<file path="config.mk">
export PLATFORM = sky130hd
export DESIGN_NAME = fifo_rd_prefetch_flat
export DESIGN_NICKNAME = d
export VERILOG_FILES = /design/src/rtl/fifo_rd_prefetch_if.sv /design/src/rtl/fifo_rd_prefetch.sv /design/src/flat_wrapper.sv
export SDC_FILE = /design/constraint.sdc
export NUM_CORES = 1
export LEC_CHECK = 0
export BUFFER_PORTS_ARGS = -buffer_cell sky130_fd_sc_hd__buf_2
export CAP_MARGIN = 10
export CORE_ASPECT_RATIO = 0.7
export CORE_MARGIN = 2
export CORE_UTILIZATION = 53
export CTS_BUF_LIST = sky130_fd_sc_hd__clkbuf_8
export CTS_CLUSTER_DIAMETER = 60
export DETAILED_ROUTE_END_ITERATION = 16
export PLACE_DENSITY = 0.8
export SLEW_MARGIN = 20
export SYNTH_ARGS = -nofsm -noshare
export SYNTH_HDL_FRONTEND = slang
export SYNTH_SLANG_ARGS = --single-unit
</file>
<file path="constraint.sdc">
create_clock -name r_clk -period 2.19 [get_ports r_clk]
set_input_delay 0.438 -clock r_clk [delete_from_list [all_inputs] [get_ports r_clk]]
set_output_delay 0.438 -clock r_clk [all_outputs]
set_load 0.02 [all_outputs]
</file>
<file path="src/rtl/fifo_rd_prefetch_if.sv">
//------------------------------------------------------------------------------
// fifo_rd_prefetch_if : FIFO read-side and downstream valid/ready bundle
// Revision: 1.0
//------------------------------------------------------------------------------
`default_nettype none

interface fifo_rd_prefetch_if #(
  parameter int DATA_WIDTH = 8
);
  logic                  rempty;
  logic [DATA_WIDTH-1:0] r_data;
  logic                  rinc;
  logic                  out_valid;
  logic                  out_ready;
  logic [DATA_WIDTH-1:0] out_data;

  // master: the prefetch block; slave: FIFO pointer/memory plus consumer
  modport master (
    input  rempty,
    input  r_data,
    output rinc,
    output out_valid,
    input  out_ready,
    output out_data
  );

  modport slave (
    output rempty,
    output r_data,
    input  rinc,
    input  out_valid,
    output out_ready,
    input  out_data
  );
endinterface

`default_nettype wire

</file>
<file path="src/rtl/fifo_rd_prefetch.sv">
//------------------------------------------------------------------------------
// fifo_rd_prefetch : 2-entry prefetch buffer draining an async FIFO read side
// Revision: 1.0
//------------------------------------------------------------------------------
`default_nettype none

module fifo_rd_prefetch #(
  parameter int DATA_WIDTH = 8,
  parameter int CNT_WIDTH  = 16
) (
  input  wire logic                 r_clk,
  input  wire logic                 rrst_n,
  fifo_rd_prefetch_if.master        bus,
  input  wire logic                 flush,
  output logic [1:0]                buf_cnt,
  output logic [CNT_WIDTH-1:0]      xfer_cnt
);

  localparam logic [1:0] C_EMPTY = 2'd0;
  localparam logic [1:0] C_ONE   = 2'd1;
  localparam logic [1:0] C_FULL  = 2'd2;

  logic [DATA_WIDTH-1:0] slot0;
  logic [DATA_WIDTH-1:0] slot1;
  logic [1:0]            cnt;
  logic                  push;
  logic                  pop;

  // rinc sees only registered cnt plus rempty/flush, never out_ready
  assign push = !bus.rempty && (cnt != C_FULL) && !flush;
  assign pop  = (cnt != C_EMPTY) && !flush && bus.out_ready;

  assign bus.rinc      = push;
  assign bus.out_valid = (cnt != C_EMPTY) && !flush;
  assign bus.out_data  = slot0;
  assign buf_cnt       = cnt;

  always_ff @(posedge r_clk or negedge rrst_n) begin
    if (!rrst_n) begin
      cnt   <= C_EMPTY;
      slot0 <= '0;
      slot1 <= '0;
    end else if (flush) begin
      cnt <= C_EMPTY;
    end else begin
      case (cnt)
        C_EMPTY: begin
          if (push) begin
            slot0 <= bus.r_data;
            cnt   <= C_ONE;
          end
        end
        C_ONE: begin
          if (push && pop) begin
            slot0 <= bus.r_data;
          end else if (push) begin
            slot1 <= bus.r_data;
            cnt   <= C_FULL;
          end else if (pop) begin
            cnt <= C_EMPTY;
          end
        end
        C_FULL: begin
          if (pop) begin
            slot0 <= slot1;
            cnt   <= C_ONE;
          end
        end
        default: cnt <= C_EMPTY;
      endcase
    end
  end

  always_ff @(posedge r_clk or negedge rrst_n) begin
    if (!rrst_n) begin
      xfer_cnt <= '0;
    end else if (pop) begin
      xfer_cnt <= xfer_cnt + 1'b1;
    end
  end

endmodule

`default_nettype wire

</file>
<file path="src/flat_wrapper.sv">
// flat-port wrapper written by rule: the top's interface ports become plain ports
module fifo_rd_prefetch_flat 
#(
  parameter int DATA_WIDTH = 8,
  parameter int CNT_WIDTH  = 16
)
  (r_clk, rrst_n, flush, buf_cnt, xfer_cnt, bus_rempty, bus_r_data, bus_rinc, bus_out_valid, bus_out_ready, bus_out_data);
  fifo_rd_prefetch_if #(.DATA_WIDTH(DATA_WIDTH)) bus_i ();
  input  wire logic r_clk;
  input  wire logic rrst_n;
  input  wire logic flush;
  output logic [1:0] buf_cnt;
  output logic [CNT_WIDTH-1:0] xfer_cnt;
  input wire logic [$bits(bus_i.rempty)-1:0] bus_rempty;
  input wire logic [$bits(bus_i.r_data)-1:0] bus_r_data;
  output wire logic [$bits(bus_i.rinc)-1:0] bus_rinc;
  output wire logic [$bits(bus_i.out_valid)-1:0] bus_out_valid;
  input wire logic [$bits(bus_i.out_ready)-1:0] bus_out_ready;
  output wire logic [$bits(bus_i.out_data)-1:0] bus_out_data;
  assign bus_i.rempty = bus_rempty;
  assign bus_i.r_data = bus_r_data;
  assign bus_rinc = bus_i.rinc;
  assign bus_out_valid = bus_i.out_valid;
  assign bus_i.out_ready = bus_out_ready;
  assign bus_out_data = bus_i.out_data;
  fifo_rd_prefetch #(.DATA_WIDTH(DATA_WIDTH), .CNT_WIDTH(CNT_WIDTH)) u_core (.r_clk(r_clk), .rrst_n(rrst_n), .bus(bus_i), .flush(flush), .buf_cnt(buf_cnt), .xfer_cnt(xfer_cnt));
endmodule
</file>
[Yosys cells after proc, flatten, opt, wreduce, memory -nomap -nowiden]
Cells that the tools add are included.
Storage, ports and cells
  bits in registers: 34
  input bits: 13
  logic and storage cells: 41
Cells by class
  muxes and demuxes: 11
  equal/unequal tests: 10
  add/subtract/negate cells: 1
  bitwise logic cells: 2
  reductions and logical operators: 13
Operators with widths (count)
  $mux 8: 3
  $pmux 8 s3: 1
  $add 16x1->16 const B: 1
  $mux 2: 6
  $reduce_and 4->1: 2
  $ne 2x1->1 const B: 3
  $ne 3x2->1 const B: 2
  $pmux 2 s3: 1
  $logic_and 1x1->1: 5
  $reduce_and 5->1: 1
  $ne 4x2->1 const B: 1
  $ne 3x3->1 const B: 1
  $reduce_bool 3->1: 1
  $eq 2x1->1 const B: 1
  $eq 2x2->1 const B: 1
  $logic_not 1->1: 2
  $logic_not 2->1: 1
  $ne 2x2->1 const B: 1
  $not 1->1: 2
  $reduce_bool 2->1: 1

[Longest topological paths before layout]
Gate-level depths: netlist of the first run.
  depth after elaboration: 8
  depth in mapped cells: 5
  mapped depth without buffers: 5

[Least setup slack after synthesis of the first run]
OpenSTA, ideal clock, no wires.
  path type: register -> output
  from: register u_core.cnt[1] (netlist: u_core.buf_cnt[1])
  to: output bus_rinc
  buffers on the path: 1
  cell stages (with the launch flop): 4
  data required time: 1.752 ns
  data arrival time: 1.292 ns
  slack: 0.460 ns
  cell sequence: dfrtp_1 nor2b_1 buf_2 nor3_1
Between the ends
  longest elaborated chain between the ends: 3
Ends and longest elaborated chain
  from (decl): RTL line fifo_rd_prefetch.sv:25  | logic [1:0] cnt;
  from (signal assigned): RTL line fifo_rd_prefetch.sv:40  | cnt <= C_EMPTY;
  from (signal assigned): RTL line fifo_rd_prefetch.sv:44  | cnt <= C_EMPTY;
  from (signal assigned): RTL line fifo_rd_prefetch.sv:50  | cnt <= C_ONE;
  $ne 2x2->1: RTL line fifo_rd_prefetch.sv:30  | assign push = !bus.rempty && (cnt != C_FULL) && !flush;
  $logic_and 1x1->1 (2 in a row): RTL line fifo_rd_prefetch.sv:30
  to (decl): RTL line flat_wrapper.sv:16  | output wire logic [$bits(bus_i.rinc)-1:0] bus_rinc;
No other way between the ends.

[Worst setup path in the final report of the first run]
  from: register u_core.cnt[0] (netlist: u_core.buf_cnt[0])
  to: output bus_rinc
Same word-level chain as after synthesis.

==> results.ini, run 1 <==
[route]
antenna_left = 0
firstDrtPassIters = 4
drc = 0
vias_per_cell = 5.51
drtIter0Drc = 67
wl_per_cell_um = 14.8
wl_mm = 3.03
vias = 1124

[sta]
period_share_pct = 89.9
max-slew-margin-rel_pct = 52.3
final.setup.tns_ns = 0
rsz0062_at_grt = no
worst_pin_slew_ns = 0.716
setup_viol = 0
finClkSkew_ns = 0.00597
slew_viol_final = 0
min_period_ns = 1.97
hold_viol_final = 0
fmax_mhz = 508

[setup_path]
cpLargestDelayFamily = flip-flops
critPathKind = reg -> out
cp_max_fo = 8
rrSetupSlack_ns = 0.38
startpoint_type = flop
cpMaxStageDelayCell = dfrtp_1
worstSetupEndpointType = output port
slowest_delay_ns = 0.45
worstPathCellList = nor2b_1, buf_4, nor3_1, buf_2
critical_path_buf_inv_count = 2
cp.required_ns = 1.75
critPathArrivalTime_ns = 1.53

[synthesis]
synthCells = 120
yosysSeqAreaShare_pct = 55.4
synth_area_mm2 = 0.00154
ys_warn_count = 0
synthDistinctLibCells = 23
synth_nets = 134
yosys.area.top_type_share_pct = 55.4
avgSynthCellArea_um2 = 12.8
synth_seq_cells = 34
synthTopCellsByArea = dfrtp_1 55%, mux2_2 18%, xnor2_1 8.0%
synth_top_area_cell = dfrtp_1

[min_path]
hold_class = in -> async

[cells_and_area]
syn_to_final_growth_pct = 23.5
final_cells = 204
multi_input_area_um2 = 673
postLayoutCellArea_mm2 = 0.00190
fin_nets = 181
antenna_cells = 0
fillers = 201
seqCellArea_um2 = 851
drive_gt1_share_pct = 44.6

[global_route]
track_usage_pct = 20.4
grt_pass1_vias = 1072
grt_antenna_before_repair = 0
grt_max_degree = 35
grt_overflow = 0
grt_pass1_wl_mm = 5.00

[power_and_ir_drop]
pwr-share-comb_pct = 20.4
vdd.ir_drop.worst_mv = 0.758
power_density_mw_per_mm2 = 945
power_w = 0.00179
power_switching_share_pct = 30.8
intPower_w = 0.00124
pwr-share-seq_pct = 47.6
p_switching_w = 0.000552
p_clk_share_pct = 32.0
p_leak_nw = 0.898

[floorplan]
start_util_pct = 55.2
chipHeight_um = 49.1
dieWidth_um = 68.4
dieArea_mm2 = 0.00335
core_mm2 = 0.00278
rows = 16
io_pins = 41

[placed_design]
port_buffers = 40
dpl.hpwl_mm = 2.25
place_congestion = 0.836
place_area_mm2 = 0.00178
dp.cells = 196

[run_status]
outcome = finished, final reports clean

[clock_tree]
cts_buffers = 5
cts_setup_buffers = 0
clock_latency_ns = 0.29
cts.sinks = 34
clock_path_buffers = 2
cts_tree = yes
cts-resized-gates = 0
cts-root-buf = clkbuf_8
htree_num_levels = 2
holdBufCountCts = 0
clk_pin_slew_ns = 0.07

[flow_run]
maxCapViolCount = 0

[cell usage in the layout, fill, tap and decap left out]
cell type   count
mux2_2         24
mux2_1          1
nor2_1          4
nand3_1         7
and3_1          1
nor3_1          3
o21bai_1        2
nor2b_1         1
bufinv_16       1
and4_1          4
xor2_1          1
clkbuf_8        5
inv_1           2
nand4_1         6
o21ai_1         1
a21oi_4         1
nand2_1         7
clkinvlp_4      2
dfrtp_1        34
xnor2_1        14
a21oi_1         2
buf_2          40
nor4_1          1
or3_1           1
nor4_2          1
buf_4           1
ha_1            1
[layout make-up]
type / count / area share [%]
inverters: 2 / 0.396
well taps: 36 / 2.37
clock buffers: 5 / 3.63
clock inverters: 3 / 2.37
flip-flops and latches: 34 / 44.8
multi-input cells: 83 / 35.5
repair buffers: 41 / 10.9
[Yosys cell counts (all sizes together)]
cell type / n
a21oi: 3
and3: 1
and4: 4
buf: 1
dfrtp: 34
ha: 1
inv: 2
mux2: 25
nand2: 7
nand3: 7
nand4: 6
nor2: 4
nor2b: 1
nor3: 3
nor4: 2
o21ai: 1
o21bai: 2
or3: 1
xnor2: 14
xor2: 1
[cell families after synthesis]
logic type	after synthesis	share of synthesized area [%]
muxes	25	18.3
DFF	34	55.4
AOI/OAI and AO/OA	6	3.01
xor gates and xnor gates	15	8.55
and+or+nand+nor	36	13.1
adders and majority gates	1	0.814
buffers and inverters	3	0.814
[per-layer routing]
metal  GRT usage [%]  wire [um]  up-vias
met3            5.54        193        9
met4            8.00         68        0
met5               0          0        -
li1                -          -      525
met2            31.1       1420       45
met1            27.9       1350      545
[sequential cells by signal, indices dropped and copies added, names as in the netlist]
name                 flops
u_core.slot1             8
u_core.buf_cnt           2
u_core.xfer_cnt         16
u_core.bus.out_data      8
[worst register-to-register path, stage by stage, from the launching register on]
cell     delay (ns)
dfrtp_1        0.45
nor2b_1        0.34
o21ai_1        0.20
a21oi_4        0.32
mux2_2         0.38
[power by group through the flow]
stage / sequential [W] / clock, W / combinational, W
after floorplan: 0.000923 / 0 / 0.000155
after global placement: 0.000848 / 0 / 0.000359
after detailed placement: 0.000864 / 0 / 0.000371
after CTS: 0.000853 / 0.000581 / 0.000372
after global routing: 0.000870 / 0.000611 / 0.000400
final: 0.000854 / 0.000574 / 0.000366
[through the flow]
| step | utilization [%] | worst slack, ns | hold WS, ns |
|---|---|---|---|
| 2_1_floorplan | - | 0.460 | 0.142 |
| 3_3_place_gp | 64.1 | 0.474 | 0.460 |
| 3_5_place_dp | 64.1 | 0.402 | 0.475 |
| 4_1_cts | 68.2 | 0.221 | 0.233 |
| 5_1_grt | 68.2 | 0.124 | 0.262 |
| 6_report | 68.2 | 0.222 | 0.198 |
[worst paths after layout]
check / endpoint / cells past startpoint / startpoint
max in group asynchronous: u_core.bus.out_data[2] / 1 / rrst_n
max reg2reg: u_core.bus.out_data[2] / 4 / u_core.buf_cnt[0]
max: bus_rinc / 4 / u_core.buf_cnt[0]
min reg2reg: u_core.bus.out_data[3] / 1 / u_core.bus.out_data[3]
min in group r_clk: u_core.buf_cnt[0] / 2 / flush
min: u_core.xfer_cnt[9] / 1 / rrst_n
No activity file was read; power rests on OpenSTA's default activity.
==> run 2: changes to the inputs <==
- REMOVE_ABC_BUFFERS: default -> 1
==> run 2 against run 1 <==
  * Global-route usage is 0.15 points lower
  * Combinational power about the same
  * Setup slack better by 0.18 ns
  * Sequential power about the same
  * Critical path type unchanged
  * Critical endpoint unchanged
  * Largest cell class unchanged
  * Highest routed layer unchanged
==> results.ini, run 2 (synthesized netlist as in run 1, its figures left out) <==
[clock_tree]
clk_pin_slew_ns = 0.07
cts-resized-gates = 0
clock_latency_ns = 0.27
cts_buffers = 5
cts_setup_buffers = 0
cts.sinks = 34
htree_num_levels = 2
cts_tree = yes
clock_path_buffers = 2
holdBufCountCts = 0
cts-root-buf = clkbuf_8

[setup_path]
cpMaxStageDelayCell = dfrtp_1
startpoint_type = flop
worstSetupEndpointType = output port
rrSetupSlack_ns = 0.46
cp.required_ns = 1.75
cpLargestDelayFamily = flip-flops
slowest_delay_ns = 0.42
critPathArrivalTime_ns = 1.35
worstPathCellList = nor2b_1, buf_4, nor3_1, buf_2
reg2reg_depth = 5
r2r_end = u_core.bus.out_data[4]
cp_max_fo = 11
critical_path_cell_count = 4
critPathLaunch = u_core.buf_cnt[1]
critical_path_buf_inv_count = 2
critPathKind = reg -> out
rr_startpoint = u_core.buf_cnt[0]

[global_route]
grt_pass1_wl_mm = 5.05
grt_overflow = 0
grt_max_degree = 35
grt_antenna_before_repair = 0
grt_pass1_vias = 1076
track_usage_pct = 20.3

[floorplan]
dieArea_mm2 = 0.00335
start_util_pct = 55.2
io_pins = 41
dieWidth_um = 68.4
chipHeight_um = 49.1
rows = 16
core_mm2 = 0.00278

[route]
wl_per_cell_um = 15.3
firstDrtPassIters = 6
vias = 1119
drc = 0
antenna_left = 0
wl_mm = 3.12
drtIter0Drc = 57
vias_per_cell = 5.49

[sta]
finClkSkew_ns = 0.00517
hold_viol_final = 0
setup_viol = 0
period_share_pct = 81.7
worst_pin_slew_ns = 0.744
rsz0062_at_grt = no
max-slew-margin-rel_pct = 50.4
final.setup.tns_ns = 0
min_period_ns = 1.79
fmax_mhz = 559
slew_viol_final = 0

[cells_and_area]
layout_commonest_cell = buf_2
fin_nets = 181
largest_reg_flops = 16
postLayoutCellArea_mm2 = 0.00188
regMostFlops = u_core.xfer_cnt
fillers = 211
syn_to_final_growth_pct = 22.1
antenna_cells = 0
final_cell_mix = 40 x buf_2, 34 x dfrtp_1, 24 x mux2_2, 14 x xnor2_1
drive_gt1_share_pct = 44.0

[placed_design]
dpl.hpwl_mm = 2.29
port_buffers = 40
place_congestion = 0.819
place_area_mm2 = 0.00178

[power_and_ir_drop]
power_density_mw_per_mm2 = 897
p_leak_nw = 0.900
power_w = 0.00168
vdd.ir_drop.worst_mv = 0.580

[flow_run]
maxCapViolCount = 0

[min_path]
hold_class = in -> async

[run_status]
outcome = finished, final reports clean

[run 2: cell types whose count changed in the layout (fill, tap and decap cells not counted), sizes merged]
| cell | delta |
|---|---|
| bufinv | -1 |
| clkbuf | +1 |
| clkinv | +1 |
| clkinvlp | -2 |
| inv | +1 |
[run 2: per-layer routing]
layer,vias up,global-route usage [%],wire length [um]
met1,563,28.4,1440
met2,25,30.3,1510
met3,4,6.24,145
met5,-,0,0
li1,527,-,-
met4,0,6.33,28
[run 2: how the worst max path moves through the flow]
stage / to / slack [ns]
6_report: bus_rinc / 0.40
4_1_cts: bus_rinc / 0.41
5_1_grt: bus_out_valid / 0.32
2_1_floorplan: u_core.bus.out_data[0] / 0.17
3_5_place_dp: u_core.bus.out_data[4] / 0.45
3_3_place_gp: u_core.bus.out_data[5] / 0.48
[run 2: power by group]
group / switching [W] / internal, W / total (W)
Combinational: 0.000204 / 0.000165 / 0.000369
Sequential: 0.000116 / 0.000740 / 0.000855
Clock: 0.000209 / 0.000249 / 0.000458
[run 2: per-stage QoR]
stage                     hold WS [ns]  std cells  worst slack, ns  utilization (%)
after floorplan                  0.142        119            0.171                -
after global routing             0.280        204            0.320             67.4
after global placement           0.455        196            0.480             64.1
final                            0.227        204            0.401             67.4
after CTS                        0.243        204            0.408             67.4
after detailed placement         0.476        196            0.446             64.1
[run 2: cell type report]
type / instances / area, um2 / share of cell area (%)
Clock buffer: 6 / 82.6 / 4.40
Inverter: 2 / 7.51 / 0.400
Clock inverter: 2 / 8.76 / 0.467
Multi-Input combinational cell: 83 / 673 / 35.9
Timing Repair Buffer: 41 / 208 / 11.1
Tap cell: 36 / 45.0 / 2.40
Sequential cell: 34 / 851 / 45.4
[run 2: worst reg2reg max path, cell delays in order (launching register included)]
cell,delay [ns]
dfrtp_1,0.45
nor2b_1,0.13
buf_4,0.21
o21ai_1,0.15
a21oi_4,0.31
mux2_2,0.38
